$ cat src/rtl/pc_seq_pkg.sv
// Shared types for the fetch sequencer: FSM states, PC select codes, pending-redirect kinds.
// Pure declarations; no logic, no latency.
package pc_seq_pkg;

    typedef enum logic [1:0] {
        IDLE,
        FETCH,
        WAIT,
        FAULT
    } state_e;

    localparam logic [1:0] PS_HOLD = 2'b00;
    localparam logic [1:0] PS_INC  = 2'b01;
    localparam logic [1:0] PS_LOAD = 2'b10;
    localparam logic [1:0] PS_REL  = 2'b11;

    typedef enum logic [1:0] {
        PEND_NONE,
        PEND_BR,
        PEND_JMP
    } pend_e;

endpackage

$ cat src/rtl/pc_seq_wait_timer.sv
// Counts cycles spent waiting on imem; expired is combinational from the count (MAX_WAIT-1).
// clr wins over en; the count parks at the expiry value rather than wrapping.
module pc_seq_wait_timer #(
    parameter int MAX_WAIT = 8
) (
    input  logic clock,
    input  logic reset,
    input  logic clr,
    input  logic en,
    output logic expired
);

    localparam int CNT_W = $clog2(MAX_WAIT);
    localparam logic [CNT_W-1:0] CNT_LAST = CNT_W'(MAX_WAIT - 1);

    logic [CNT_W-1:0] cnt_q;
    logic [CNT_W-1:0] cnt_d;

    assign expired = (cnt_q == CNT_LAST);

    always_comb begin
        cnt_d = cnt_q;
        if (clr) begin
            cnt_d = '0;
        end else if (en && !expired) begin
            cnt_d = cnt_q + CNT_W'(1);
        end
    end

    always_ff @(posedge clock) begin
        if (reset) begin
            cnt_q <= '0;
        end else begin
            cnt_q <= cnt_d;
        end
    end

endmodule

$ cat src/rtl/pc_sequencer.sv
// Fetch-control FSM driving PC select/operand; optional trap entry via PC_SEQ_TRAP_EN.
// Outputs registered (decision at edge N visible in cycle N+1); imem stalls park in WAIT with redirects held pending.
module pc_sequencer #(
    parameter int DATA_W   = 32,
    parameter int MAX_WAIT = 8
`ifdef PC_SEQ_TRAP_EN
    ,
    parameter logic [DATA_W-1:0] TRAP_VECTOR = 32'h0000_0080
`endif
) (
    input  logic              clock,
    input  logic              reset,
    output logic              imem_req,
    input  logic              imem_ack,
    input  logic              stall,
    input  logic              jmp_valid,
    input  logic [DATA_W-1:0] jmp_target,
    input  logic              br_taken,
    input  logic [DATA_W-1:0] br_offset,
    output logic [1:0]        ps,
    output logic [DATA_W-1:0] pc_target,
    output logic              flush,
    output logic              fetch_fault
`ifdef PC_SEQ_TRAP_EN
    ,
    input  logic              trap_req
`endif
);

    import pc_seq_pkg::*;

    state_e              state_q, state_d;
    pend_e               pend_q, pend_d;
    logic [DATA_W-1:0]   pend_tgt_q, pend_tgt_d;
    logic [1:0]          ps_q, ps_d;
    logic [DATA_W-1:0]   pc_target_q, pc_target_d;
    logic                imem_req_q, imem_req_d;
    logic                flush_q, flush_d;
    logic                fetch_fault_q, fetch_fault_d;

    logic                tmr_clr;
    logic                tmr_en;
    logic                tmr_expired;

    logic                dec_jmp;
    logic                dec_br;
    logic [DATA_W-1:0]   dec_jmp_tgt;
    logic [DATA_W-1:0]   dec_br_tgt;

    // A redirect arriving in the same cycle as the ack is newer than the pending one.
    assign dec_jmp     = jmp_valid || (pend_q == PEND_JMP);
    assign dec_jmp_tgt = jmp_valid ? jmp_target : pend_tgt_q;
    assign dec_br      = br_taken || (pend_q == PEND_BR);
    assign dec_br_tgt  = br_taken ? br_offset : pend_tgt_q;

    pc_seq_wait_timer #(
        .MAX_WAIT (MAX_WAIT)
    ) u_wait_timer (
        .clock   (clock),
        .reset   (reset),
        .clr     (tmr_clr),
        .en      (tmr_en),
        .expired (tmr_expired)
    );

    always_comb begin
        state_d       = state_q;
        pend_d        = pend_q;
        pend_tgt_d    = pend_tgt_q;
        ps_d          = PS_HOLD;
        pc_target_d   = pc_target_q;
        flush_d       = 1'b0;
        fetch_fault_d = fetch_fault_q;
        tmr_clr       = 1'b0;
        tmr_en        = 1'b0;

        case (state_q)
            IDLE: begin
                state_d = FETCH;
            end
            FETCH, WAIT: begin
                if (imem_ack) begin
                    state_d = FETCH;
                    tmr_clr = 1'b1;
                    pend_d  = PEND_NONE;
                    if (dec_jmp) begin
                        ps_d        = PS_LOAD;
                        pc_target_d = dec_jmp_tgt;
                        flush_d     = 1'b1;
                    end else if (dec_br) begin
                        ps_d        = PS_REL;
                        pc_target_d = dec_br_tgt;
                        flush_d     = 1'b1;
                    end else if (!stall) begin
                        ps_d = PS_INC;
                    end
                end else begin
                    // A jump may replace a pending branch, never the reverse.
                    if (jmp_valid) begin
                        pend_d     = PEND_JMP;
                        pend_tgt_d = jmp_target;
                    end else if (br_taken && (pend_q != PEND_JMP)) begin
                        pend_d     = PEND_BR;
                        pend_tgt_d = br_offset;
                    end
                    if (state_q == FETCH) begin
                        state_d = WAIT;
                        tmr_en  = 1'b1;
                    end else if (tmr_expired) begin
                        state_d       = FAULT;
                        fetch_fault_d = 1'b1;
                    end else begin
                        tmr_en = 1'b1;
                    end
                end
            end
            default: begin
                state_d = state_q;
            end
        endcase

`ifdef PC_SEQ_TRAP_EN
        if (trap_req && (state_q != IDLE)) begin
            state_d       = FETCH;
            pend_d        = PEND_NONE;
            ps_d          = PS_LOAD;
            pc_target_d   = TRAP_VECTOR;
            flush_d       = 1'b1;
            fetch_fault_d = 1'b0;
            tmr_clr       = 1'b1;
            tmr_en        = 1'b0;
        end
`endif

        imem_req_d = (state_d == FETCH) || (state_d == WAIT);
    end

    always_ff @(posedge clock) begin
        if (reset) begin
            state_q       <= IDLE;
            pend_q        <= PEND_NONE;
            pend_tgt_q    <= '0;
            ps_q          <= PS_HOLD;
            pc_target_q   <= '0;
            imem_req_q    <= 1'b0;
            flush_q       <= 1'b0;
            fetch_fault_q <= 1'b0;
        end else begin
            state_q       <= state_d;
            pend_q        <= pend_d;
            pend_tgt_q    <= pend_tgt_d;
            ps_q          <= ps_d;
            pc_target_q   <= pc_target_d;
            imem_req_q    <= imem_req_d;
            flush_q       <= flush_d;
            fetch_fault_q <= fetch_fault_d;
        end
    end

    assign ps          = ps_q;
    assign pc_target   = pc_target_q;
    assign imem_req    = imem_req_q;
    assign flush       = flush_q;
    assign fetch_fault = fetch_fault_q;

endmodule
$ cat config.mk
export PLATFORM = sky130hd
export DESIGN_NAME = pc_sequencer
export DESIGN_NICKNAME = d
export VERILOG_FILES = /design/src/rtl/pc_seq_pkg.sv /design/src/rtl/pc_seq_wait_timer.sv /design/src/rtl/pc_sequencer.sv
export SDC_FILE = /design/constraint.sdc
export NUM_CORES = 1
export LEC_CHECK = 0
export ABC_AREA = 1
export BUFFER_PORTS_ARGS = -buffer_cell sky130_fd_sc_hd__buf_2
export CORE_ASPECT_RATIO = 0.7
export CORE_UTILIZATION = 53
export CTS_CLUSTER_SIZE = 12
export DETAILED_ROUTE_END_ITERATION = 7
export GPL_ROUTABILITY_DRIVEN = 0
export PLACE_DENSITY = 0.86
export SYNTH_ARGS = -nofsm -noshare
export SYNTH_HDL_FRONTEND = slang
export SYNTH_SLANG_ARGS = --single-unit
$ cat constraint.sdc
create_clock -name clock -period 4.6 [get_ports clock]
set_input_delay 0.46 -clock clock [delete_from_list [all_inputs] [get_ports clock]]
set_output_delay 0.46 -clock clock [all_outputs]
set_load 0.02 [all_outputs]
* Word level (Yosys, flattened, before mapping)
Cells that the tools add are included.
Widths: inputs -> output; s select.
** Cells by class
- $add $sub $neg :: 1
- Equal/unequal tests :: 8
- Reductions and logical operators :: 18
- Mux-type cells :: 24
- Bitwise operators :: 3
** Operators by type and width (count)
- $mux 32 :: 6
- $mux 2 :: 8
- $mux 1 :: 9
- $eq 2x1->1 const B :: 3
- $eq 2x2->1 const B :: 3
- $reduce_and 3->1 :: 2
- $pmux 2 s2 :: 1
- $reduce_and 4->1 :: 1
- $reduce_bool 2->1 :: 2
- $reduce_or 2->1 :: 2
- $reduce_or 4->1 :: 1
- $add 3x1->3 const B :: 1
- $eq 3x3->1 const B :: 1
- $logic_or 1x1->1 :: 3
- $not 1->1 :: 3
- $reduce_bool 3->1 :: 1
- $reduce_or 3->1 :: 1
- $logic_and 1x1->1 :: 2
- $logic_not 2->1 :: 1
- $ne 2x2->1 const B :: 1
- $reduce_and 2->1 :: 1
- $logic_not 1->1 :: 1
** Word-level totals
- Register bits after elaboration :: 76
- Bits of input ports :: 70
- Output and inout port bits :: 37

* Logic depth before layout (Yosys ltp)
Gate-level depths: netlist of the first run.
- Word-level depth :: 7
- Gate-level depth with buffers :: 10
- Mapped depth without buffers :: 10

* Hierarchy
From an unflattened synthesis of the first run, not the netlist that was laid out.
** Second synthesis, totals
- Cell total of the unflattened synthesis :: 769
- Area, all modules :: 4519.3 um^2
** Modules (own cells, without submodules)
- pc_sequencer :: area each 4360.4 um^2, cells an instance 746, times used 1, sequential area each 1441.4 um^2
- pc_seq_wait_timer :: area each 158.9 um^2, cells an instance 23, times used 1, sequential area each 60.1 um^2

* Worst setup path before layout of the first run
OpenSTA, ideal clock, no wires.
- Path kind :: register -> register
- Start point :: reg state_q[0]
- End point :: reg pend_tgt_q[21]
- Clock period less this slack :: 1632 ps
- Path buffers :: 2
- Arrival time :: 1520 ps
- Setup time :: 113 ps
- Cell stages (with the launch flop) :: 11
- Data required time :: 4487 ps
- Setup slack :: 2968 ps
- Cells stage by stage :: dfxtp_1 > inv_1 > ha_1 > inv_2 > nor2_4 > a21boi_2 > buf_4 > buf_6 > nand2_1 > nand2_1 > nor2_1
** Between the ends
- Longest elaborated chain between the ends :: 3
** RTL lines
- start, declared :: RTL line pc_sequencer.sv:32 : state_e state_q, state_d;
- start signal, assigned :: RTL line pc_sequencer.sv:149 : state_q <= state_d;
- $eq 2x1->1 / $eq 2x2->1 (equally long branches) :: RTL line pc_sequencer.sv:77 : case (state_q)
- $reduce_or 2->1 * :: RTL line pc_sequencer.sv:77
- $reduce_and 3->1 (no line) *
- end signal, assigned :: RTL line pc_sequencer.sv:151 : pend_tgt_q <= pend_tgt_d;
- end, declared :: RTL line pc_sequencer.sv:34 : logic [DATA_W-1:0] pend_tgt_q, pend_tgt_d;
Mark *: on every way between the ends. The rest lies on a longest branch, timed or not.
A chain may end at the register's enable or synchronous reset.

* Worst setup path in the final report of the first run
- Start point :: in jmp_valid
- End point :: reg pc_target_q[5] (netlist: pc_target[5])
** Between the ends
- Longest elaborated chain between the ends :: 3
** RTL lines
- start, declared :: RTL line pc_sequencer.sv:16 : input logic jmp_valid,
- $logic_or 1x1->1 :: RTL line pc_sequencer.sv:51 : assign dec_jmp = jmp_valid || (pend_q == PEND_JMP);
- $reduce_bool 2->1 (no line)
- $reduce_and 3->1 (no line)
- end signal, assigned :: RTL line pc_sequencer.sv:153 : pc_target_q <= pc_target_d;
- end, declared :: RTL line pc_sequencer.sv:36 : logic [DATA_W-1:0] pc_target_q, pc_target_d;
Parallel ways exist; a longest one is shown, timed or not.

==> qor.csv, run 1 <==
stage,metric,value,unit
timing,final-setup-viol-count,0,
critical_path,critPathLaunch,jmp_valid,
hold_path,holdPathStages,2,
cts,cts_tree,built,
critical_path,path_class,input pin to register,
finish,stdcell_area,5278,sq um
synth,yosys_register_bits,76,
finish,nets,914,
synth,synth_cell_types,22,
synth,synth_commonest_cells,"nand2_1, nor2_1, dfxtp_1, inv_1, o21ai_0",
global_routing,track_usage,25.39,%
pwr,p_leak,2.809,nW
synth,synth_top_area_cell,dfxtp_1,
die,die_w,112.4,um
finish,final_cells,945,
synth,yosysMostFrequentCell,nand2_1,
synth,yosysWarnings,0,
global_routing,grt_max_degree,68,
critical_path,required,4820,ps
synth,avgSynthCellArea,5.931,sq um
pwr,switching_share,29.58,%
global_routing,grt-ovfl-total,0,
synth,synth_edf_count,0,
cts,cts-root-buf,clkbuf_16,
synth,synth_compound_area_share,14.63,%
cts,path_clk_slew,60,ps
die,fp.dieArea,8918,sq um
cts,cts_resized,0,
placed_design,dp_hpwl,6989,um
synth,syn_nets,838,
finish,area_delta_synth_final,16.62,%
synth,synthMuxAreaShare,0,%
route,ant_nets,0,
cts,cts_setup_buffers,0,
synth,synthCells,763,
run,drv_cap,0,
finish,antennaDiodeCount,0,
cts,htreeDepth,3,
timing,finalCritPeriodShare,62.12,%
global_routing,antenna_found_initial,0,
critical_path,crit_fanout,37,
synth,syn_area,4526,sq um
pwr,clkPwrFrac,40.2,%
critical_path,end_kind,register,
critical_path,reg2reg_slack,2060,ps
cts,cts_buffer_depth,2,
synth,synth_top_family_by_area,simple AND/OR/NAND/NOR gates,
global_routing,grt_pass1_wl,18020,um
route,wl_per_cell,11.51,um
synth,dominantRegCellSynth,dfxtp_1,
finish,drive_gt1_share,15.88,%
critical_path,arrival,3080,ps
cts,numCtsBuffers,9,
synth,synth_top_area_share,33.62,%
route,first_pass_iters,5,
timing,fin_crit,2858,ps
pwr,powerDensity,374.0,nW/um^2
hold_path,hp-class,input pin to register,
timing,finalSetupTns,0,ps
pwr,combPwrFrac,21.8,%
route,vias,4639,
route,drt_wl_total,10880,um
timing,slew_viol_final,0,
die,start_util,56.05,%
synth,seq_area_frac_synth,33.62,%
pwr,internal_power,1.390,mW
synth,synth-async-reset-ratio,0,%
synth,synth_top_cells_by_area,"dfxtp_1, nand2_1, nor2_1",
die,coreArea,8074,sq um
timing,clock_skew,6.536,ps
timing,rsz0062_at_grt,no,
synth,yosys.area_share.adder,1.382,%
status,status,finished clean,
pwr,ir_worst_vdd,0.2412,mV
critical_path,rr_worst_depth,8,
die,row_count,27,
timing,fmax,0.3499,GHz
die,die_h,79.31,um
cts,cts_hold_buf,0,
critical_path,r2r-start,pend_q[0],
pwr,power.share.sequential,38.0,%
route,drc_errors,0,
route,vias_per_cell,4.909,
placed_design,dp.cells,929,
placed_design,place_area,4940,sq um
timing,slew_headroom,23.85,%
route,drt_iter0_drc,513,
synth,synth-xor-area-share,0,%
cts,clock_sinks,76,
die,io_pins,107,
pwr,p_switching,0.5839,mW
placed_design,place.port_buffers,106,
synth,yosys.area_share.simple,38.04,%
hold_path,min-delay-start,reset,
timing,hold_viol,0,
critical_path,crit_path_start_kind,input pin,
timing,tightestPinTransition,1142,ps
global_routing,grt_pass1_vias,3958,
cts,clock_insertion_delay_worst_skew,340,ps
-- critical path: stages --
cell	delay [ps]
buf_2	110
inv_2	410
nand2_2	550
o21bai_4	840
buf_4	430
nand2_1	100
nand2_1	80
nor2_1	60
-- registers in the layout, summed over array words and instances, names as in the netlist --
name / flops
ps: 2
pend_q: 2
pc_target: 32
imem_req: 1
pend_tgt_q: 32
fetch_fault: 1
state_q: 2
u_wait_timer.cnt_q: 3
flush: 1
-- final cells by class --
type | count | area [sq um]
Fill cell | 758 | 2796
Inverter | 74 | 277.8
Sequential cell | 76 | 1521
Timing Repair Buffer | 110 | 560.5
Clock inverter | 3 | 67.56
Tap cell | 101 | 126.4
Multi-Input combinational cell | 568 | 2454
Clock buffer | 13 | 270.3
-- per-stage QoR --
step / worst slack [ps] / hold WS, ps / power (mW) / utilization, %
after floorplan: 2968 / 443.2 / 1.087 / -
after global placement: 1485 / 442.9 / 1.180 / 61.18
after detailed placement: 1397 / 458.1 / 1.185 / 61.18
after CTS: 1705 / 410.9 / 1.980 / 65.36
after global routing: 1462 / 405.6 / 2.075 / 65.36
final: 1742 / 421.1 / 1.974 / 65.36
-- power groups by stage --
| stage | registers [mW] | clock network [mW] | logic (mW) |
|---|---|---|---|
| finish | 0.751 | 0.793 | 0.430 |
| global route | 0.758 | 0.827 | 0.490 |
| CTS | 0.751 | 0.802 | 0.428 |
| detailed placement | 0.764 | 0 | 0.421 |
| global placement | 0.762 | 0 | 0.418 |
| floorplan | 0.799 | 0 | 0.288 |
-- path summary, 6_finish.rpt --
kind	to
max	pc_target[5]
min	pend_q[1]
max reg2reg	pc_target[5]
min reg2reg	u_wait_timer.cnt_q[1]
-- cell families (layout without fill, tap and decap cells) --
group | after synthesis | after routing
compound gates | 109 | 109
fa+ha+maj | 5 | 5
simple gates | 454 | 454
buf+inv | 119 | 200
flops | 76 | 76
-- cell usage in the layout (no fill, tap or decap) --
master and n:
a21boi_0 32, a21boi_4 1, a21oi_1 6, buf_2 106, buf_4 4, bufinv_16 2
clkbuf_1 1, clkbuf_16 9, clkbuf_8 3, clkinvlp_4 1, dfxtp_1 76, ha_1 5
inv_1 71, inv_2 3, nand2_1 309, nand2_2 1, nand3_1 3, nor2_1 138
nor2_4 1, nor3_1 1, o21ai_0 67, o21bai_1 1, o21bai_4 2, or2_2 1
-- layer usage --
layer	GRT usage, %	wire (um)
met1	34.32	5253
met4	7.333	137
met3	7.099	929
met2	39.50	4555
met5	0	0
Power figures use the tool's default switching activity.
==> run 2: changes to the inputs <==
--- a/config.mk
+++ b/config.mk
@@ -8,11 +8,11 @@
 export ABC_AREA = 1
 export BUFFER_PORTS_ARGS = -buffer_cell sky130_fd_sc_hd__buf_2
 export CORE_ASPECT_RATIO = 0.7
-export CORE_UTILIZATION = 53
+export CORE_UTILIZATION = 49
 export CTS_CLUSTER_SIZE = 12
 export DETAILED_ROUTE_END_ITERATION = 7
 export GPL_ROUTABILITY_DRIVEN = 0
-export PLACE_DENSITY = 0.86
+export PLACE_DENSITY = 0.84
 export SYNTH_ARGS = -nofsm -noshare
 export SYNTH_HDL_FRONTEND = slang
 export SYNTH_SLANG_ARGS = --single-unit
==> constraint.sdc (replaced) <==
create_clock -name clock -period 2.4 [get_ports clock]
set_input_delay 0.24 -clock clock [delete_from_list [all_inputs] [get_ports clock]]
set_output_delay 0.24 -clock clock [all_outputs]
set_load 0.02 [all_outputs]
==> qor.csv, run 2 (synthesis results as in run 1) <==
stage,metric,value,unit
placed_design,place_ws,498.4,ps
route,vias_per_cell,4.729,
status,status,finished clean,
finish,final_cells,970,
cts,clock_insertion_delay_worst_skew,340,ps
hold_path,hold_end,fetch_fault,
timing,clock_skew,4.728,ps
cts,clock_sinks,76,
timing,fmax,0.5078,GHz
global_routing,grt-ovfl-total,0,
die,coreArea,8688,sq um
hold_path,hp-class,input pin to register,
global_routing,antenna_found_initial,0,
finish,drive_gt1_share,16.59,%
pwr,powerDensity,704.4,nW/um^2
hold_path,holdPathStages,2,
critical_path,end_kind,register,
placed_design,dp_hpwl,7310,um
run,drv_cap,0,
timing,finalCritPeriodShare,82.05,%
pwr,p_leak,2.858,nW
timing,hold_viol,0,
timing,slew_viol_final,0,
die,die_w,116.9,um
pwr,clkPwrFrac,39.6,%
timing,fin_crit,1969,ps
cts,cts_setup_buffers,0,
critical_path,crit_path_start_kind,register,
route,drc_errors,0,
critical_path,path_class,register to register,
cts,cts_resized,0,
finish,area_delta_synth_final,18.94,%
cts,path_clk_slew,60,ps
critical_path,required,2620,ps
critical_path,crit_fanout,33,
route,wl_per_cell,11.55,um
route,drt_iter0_drc,344,
die,io_pins,107,
cts,cts-root-buf,clkbuf_16,
pwr,ir_worst_vdd,0.3611,mV
pwr,combPwrFrac,22.4,%
global_routing,grt_pass1_vias,3978,
cts,cts_tree,built,
critical_path,r2r-end,pc_target[3],
pwr,power.share.sequential,37.9,%
critical_path,critPathLaunch,pend_q[0],
route,ant_nets,0,
timing,setup_slack,430.8,ps
finish,final_common_cell,nand2_1,
cts,htreeDepth,3,
cts,cts_buffer_depth,2,
placed_design,dp.cells,954,
route,first_pass_iters,4,
die,fp.dieArea,9630,sq um
critical_path,reg2reg_slack,430,ps
critical_path,rr_worst_depth,10,
route,drt_wl_total,11200,um
critical_path,r2r-start,pend_q[0],
global_routing,grt_max_degree,67,
timing,finalSetupTns,0,ps
die,start_util,52.09,%
hold_path,min-delay-start,reset,
cts,numCtsBuffers,9,
die,die_h,82.41,um
pwr,switching_share,29.39,%
global_routing,grt_pass1_wl,18360,um
timing,tightestPinTransition,718.9,ps
finish,nets,920,
timing,slew_headroom,51.94,%
timing,final-setup-viol-count,0,
finish,final_cell_mix,"nand2_1, nor2_1, buf_2",
global_routing,track_usage,24.76,%
critical_path,arrival,2190,ps
die,row_count,28,
pwr,internal_power,2.677,mW
finish,antennaDiodeCount,0,
pwr,p_switching,1.114,mW
timing,whs,197.9,ps
placed_design,place.port_buffers,106,
cts,cts_hold_buf,0,
timing,rsz0062_at_grt,no,
route,vias,4587,
==> run 2: cell count changes in the layout (fill, tap and decap cells not counted) <==
cell | before | now
buf_4 | 4 | 7
clkinv_2 | 0 | 2
clkbuf_1 | 1 | 0
clkinvlp_4 | 1 | 0
buf_12 | 0 | 3
==> run 2: worst max path at each step <==
stage                           endpoint  cells past startpoint
after floorplan           pend_tgt_q[21]                     10
after global placement     pc_target[10]                      8
after detailed placement    pc_target[8]                      8
after CTS                  pend_tgt_q[3]                      9
after global routing        pc_target[3]                     10
final                       pc_target[3]                     10
==> run 2: layout make-up <==
cell class              count  area (sq um)
clock inverters             4         70.07
inverters                  74         277.8
multi-input cells         568          2454
fillers                   859          3306
repair buffers            116         643.1
clock buffers              12         266.5
flip-flops and latches     76          1521
well taps                 120         150.1
==> run 2: power by group through the flow <==
stage	logic (mW)	clock network [mW]	registers, mW
2_1_floorplan	0.551	0	1.53
3_3_place_gp	0.828	0	1.46
3_5_place_dp	0.838	0	1.46
4_1_cts	0.847	1.52	1.44
5_1_grt	0.971	1.59	1.45
6_report	0.851	1.50	1.44
==> run 2: stage by stage <==
step	utilization (%)	cell area, sq um	total power, mW
6_report	61.95	5383	3.791
4_1_cts	61.95	5383	3.807
5_1_grt	61.95	5383	4.012
2_1_floorplan	-	4526	2.083
3_5_place_dp	58.08	5046	2.302
3_3_place_gp	58.08	5046	2.287
==> run 2: routing by layer <==
layer,global-route usage [%],share of wire (%),up-vias
li1,-,-,2465
met1,33.44,51,1938
met2,38.28,40,169
met3,6.861,8.3,15
met4,7.975,1.2,0
met5,0,0,-
==> run 2: worst max-delay path, stage by stage, from the launching register on <==
cell	delay, ps
dfxtp_1	310
inv_1	130
nand2_1	100
nand2_2	100
buf_4	380
inv_1	100
buf_4	230
nand2_1	90
nand2_1	50
nor2_1	240
nor2_1	80
==> run 3: changes to the inputs <==
--- a/config.mk
+++ b/config.mk
@@ -8,11 +8,11 @@
 export ABC_AREA = 1
 export BUFFER_PORTS_ARGS = -buffer_cell sky130_fd_sc_hd__buf_2
 export CORE_ASPECT_RATIO = 0.7
-export CORE_UTILIZATION = 49
+export CORE_UTILIZATION = 53
 export CTS_CLUSTER_SIZE = 12
 export DETAILED_ROUTE_END_ITERATION = 7
 export GPL_ROUTABILITY_DRIVEN = 0
-export PLACE_DENSITY = 0.84
+export PLACE_DENSITY = 0.86
 export SYNTH_ARGS = -nofsm -noshare
 export SYNTH_HDL_FRONTEND = slang
 export SYNTH_SLANG_ARGS = --single-unit
==> constraint.sdc (replaced) <==
create_clock -name clock -period 2 [get_ports clock]
set_input_delay 0.2 -clock clock [delete_from_list [all_inputs] [get_ports clock]]
set_output_delay 0.2 -clock clock [all_outputs]
set_load 0.02 [all_outputs]
==> qor.csv, run 3 (synthesis results as in run 1) <==
stage,metric,value,unit
global_routing,grt_pass1_vias,4099,
finish,final_cell_mix,"nand2_1, nor2_1, buf_2",
cts,htreeDepth,3,
global_routing,track_usage,25.60,%
timing,final-setup-viol-count,0,
timing,finalSetupTns,0,ps
critical_path,worst-path-buf-inv,3,
cts,cts_resized,0,
route,vias_per_cell,4.907,
critical_path,critPathTopFamily,buffers and inverters,
cts,cts_setup_buffers,0,
timing,tightestPinTransition,594.7,ps
route,vias,4696,
timing,slew_headroom,60.35,%
cts,cts_hold_buf,0,
finish,nets,926,
timing,setup_slack,167.2,ps
critical_path,path_class,register to register,
finish,regArea,1521,sq um
critical_path,required,2240,ps
cts,cts_tree,built,
critical_path,crit_path_start_kind,register,
critical_path,crit_fanout,36,
critical_path,end_kind,register,
timing,clock_skew,5.312,ps
die,fp.dieArea,8918,sq um
cts,path_clk_slew,60,ps
global_routing,grt_pass1_wl,18280,um
critical_path,rr_worst_depth,9,
finish,multi_input_area,2454,sq um
timing,rsz0062_at_grt,no,
hold_path,hp-class,input pin to register,
die,start_util,56.05,%
timing,slew_viol_final,0,
route,ant_nets,0,
timing,finalCritPeriodShare,91.64,%
cts,numCtsBuffers,9,
timing,whs,168.5,ps
global_routing,grt-ovfl-total,0,
finish,antennaDiodeCount,0,
status,status,finished clean,
route,first_pass_iters,5,
critical_path,arrival,2070,ps
hold_path,holdPathStages,2,
critical_path,path_cells,"inv_1, ha_1, inv_2, nor2_4, a21boi_4, buf_12, nand2_1, nand2_1, nor2_1",
critical_path,cpMostUsedCell,nand2_1,
pwr,power.total,4.513,mW
critical_path,cpMaxStageDelayCell,dfxtp_1,
route,drt_wl_total,10920,um
timing,fin_crit,1833,ps
placed_design,place.port_buffers,106,
route,drc_errors,0,
finish,num-fill-cells,725,
placed_design,place_ws,195.9,ps
finish,final_common_cell,nand2_1,
pwr,ir_worst_vdd,0.4921,mV
pwr,p_leak,2.880,nW
placed_design,dp_hpwl,7577,um
route,wl_per_cell,11.41,um
die,die_h,79.31,um
die,die_w,112.4,um
cts,cts-root-buf,clkbuf_16,
run,drv_cap,0,
critical_path,path_depth,9,
global_routing,antenna_found_initial,0,
timing,hold_viol,0,
die,row_count,27,
die,io_pins,107,
cts,cts_buffer_depth,2,
finish,drive_gt1_share,16.94,%
route,drt_iter0_drc,371,
critical_path,cpPeakStageDelay,370,ps
cts,clock_sinks,76,
global_routing,grt_max_degree,67,
finish,area_delta_synth_final,19.57,%
die,coreArea,8074,sq um
cts,clock_insertion_delay_worst_skew,340,ps
pwr,powerDensity,834.0,nW/um^2
timing,fmax,0.5456,GHz
-- run 3: cell types whose count changed in the layout (fill, tap and decap cells not counted) --
| cell | change |
|---|---|
| buf_12 | +2 |
| clkbuf_8 | -2 |
| clkinvlp_4 | +1 |
| buf_4 | +4 |
| clkinv_2 | -1 |
| clkbuf_1 | +2 |
-- run 3: metal layers --
metal	up-vias	share of wire (%)	GRT usage (%)
met5	-	0	0
met1	2036	49	33.40
li1	2483	-	-
met3	16	7.0	7.099
met2	161	43	41.74
met4	0	1.3	6.933
-- run 3: path summary, 6_finish.rpt --
kind                               from  slack (ps)               endpoint
setup / recovery             state_q[0]         170         pend_tgt_q[17]
hold / removal                    reset         170              pend_q[1]
setup reg to reg             state_q[0]         170         pend_tgt_q[17]
hold reg to reg   u_wait_timer.cnt_q[1]         480  u_wait_timer.cnt_q[1]
-- run 3: metrics by stage --
step                area [sq um]  util, %  std cells
CTS                         5411    67.02        957
detailed placement          5092    63.07        941
global route                5411    67.02        957
floorplan                   4526        -        763
global placement            5092    63.07        941
finish                      5411    67.02        957
-- run 3: power breakdown --
group          internal (mW)  switching, mW  total (mW)
clock network           1.12          0.628        1.75
registers               1.66         0.0687        1.73
logic                  0.385          0.649        1.03
-- run 3: worst register-to-register path, cell delays in order (launching register included) --
cell      delay (ps)
dfxtp_1          370
inv_1            100
ha_1             360
inv_2             70
nor2_4           150
a21boi_4         270
buf_12           220
nand2_1          100
nand2_1           60
nor2_1            30
-- run 3: cell type report --
| type | count | area share [%] |
|---|---|---|
| flip-flops and latches | 76 | 28.12 |
| clock inverters | 4 | 1.341 |
| clock buffers | 12 | 4.555 |
| multi-input cells | 568 | 45.34 |
| well taps | 101 | 2.335 |
| repair buffers | 122 | 13.18 |
| inverters | 74 | 5.133 |
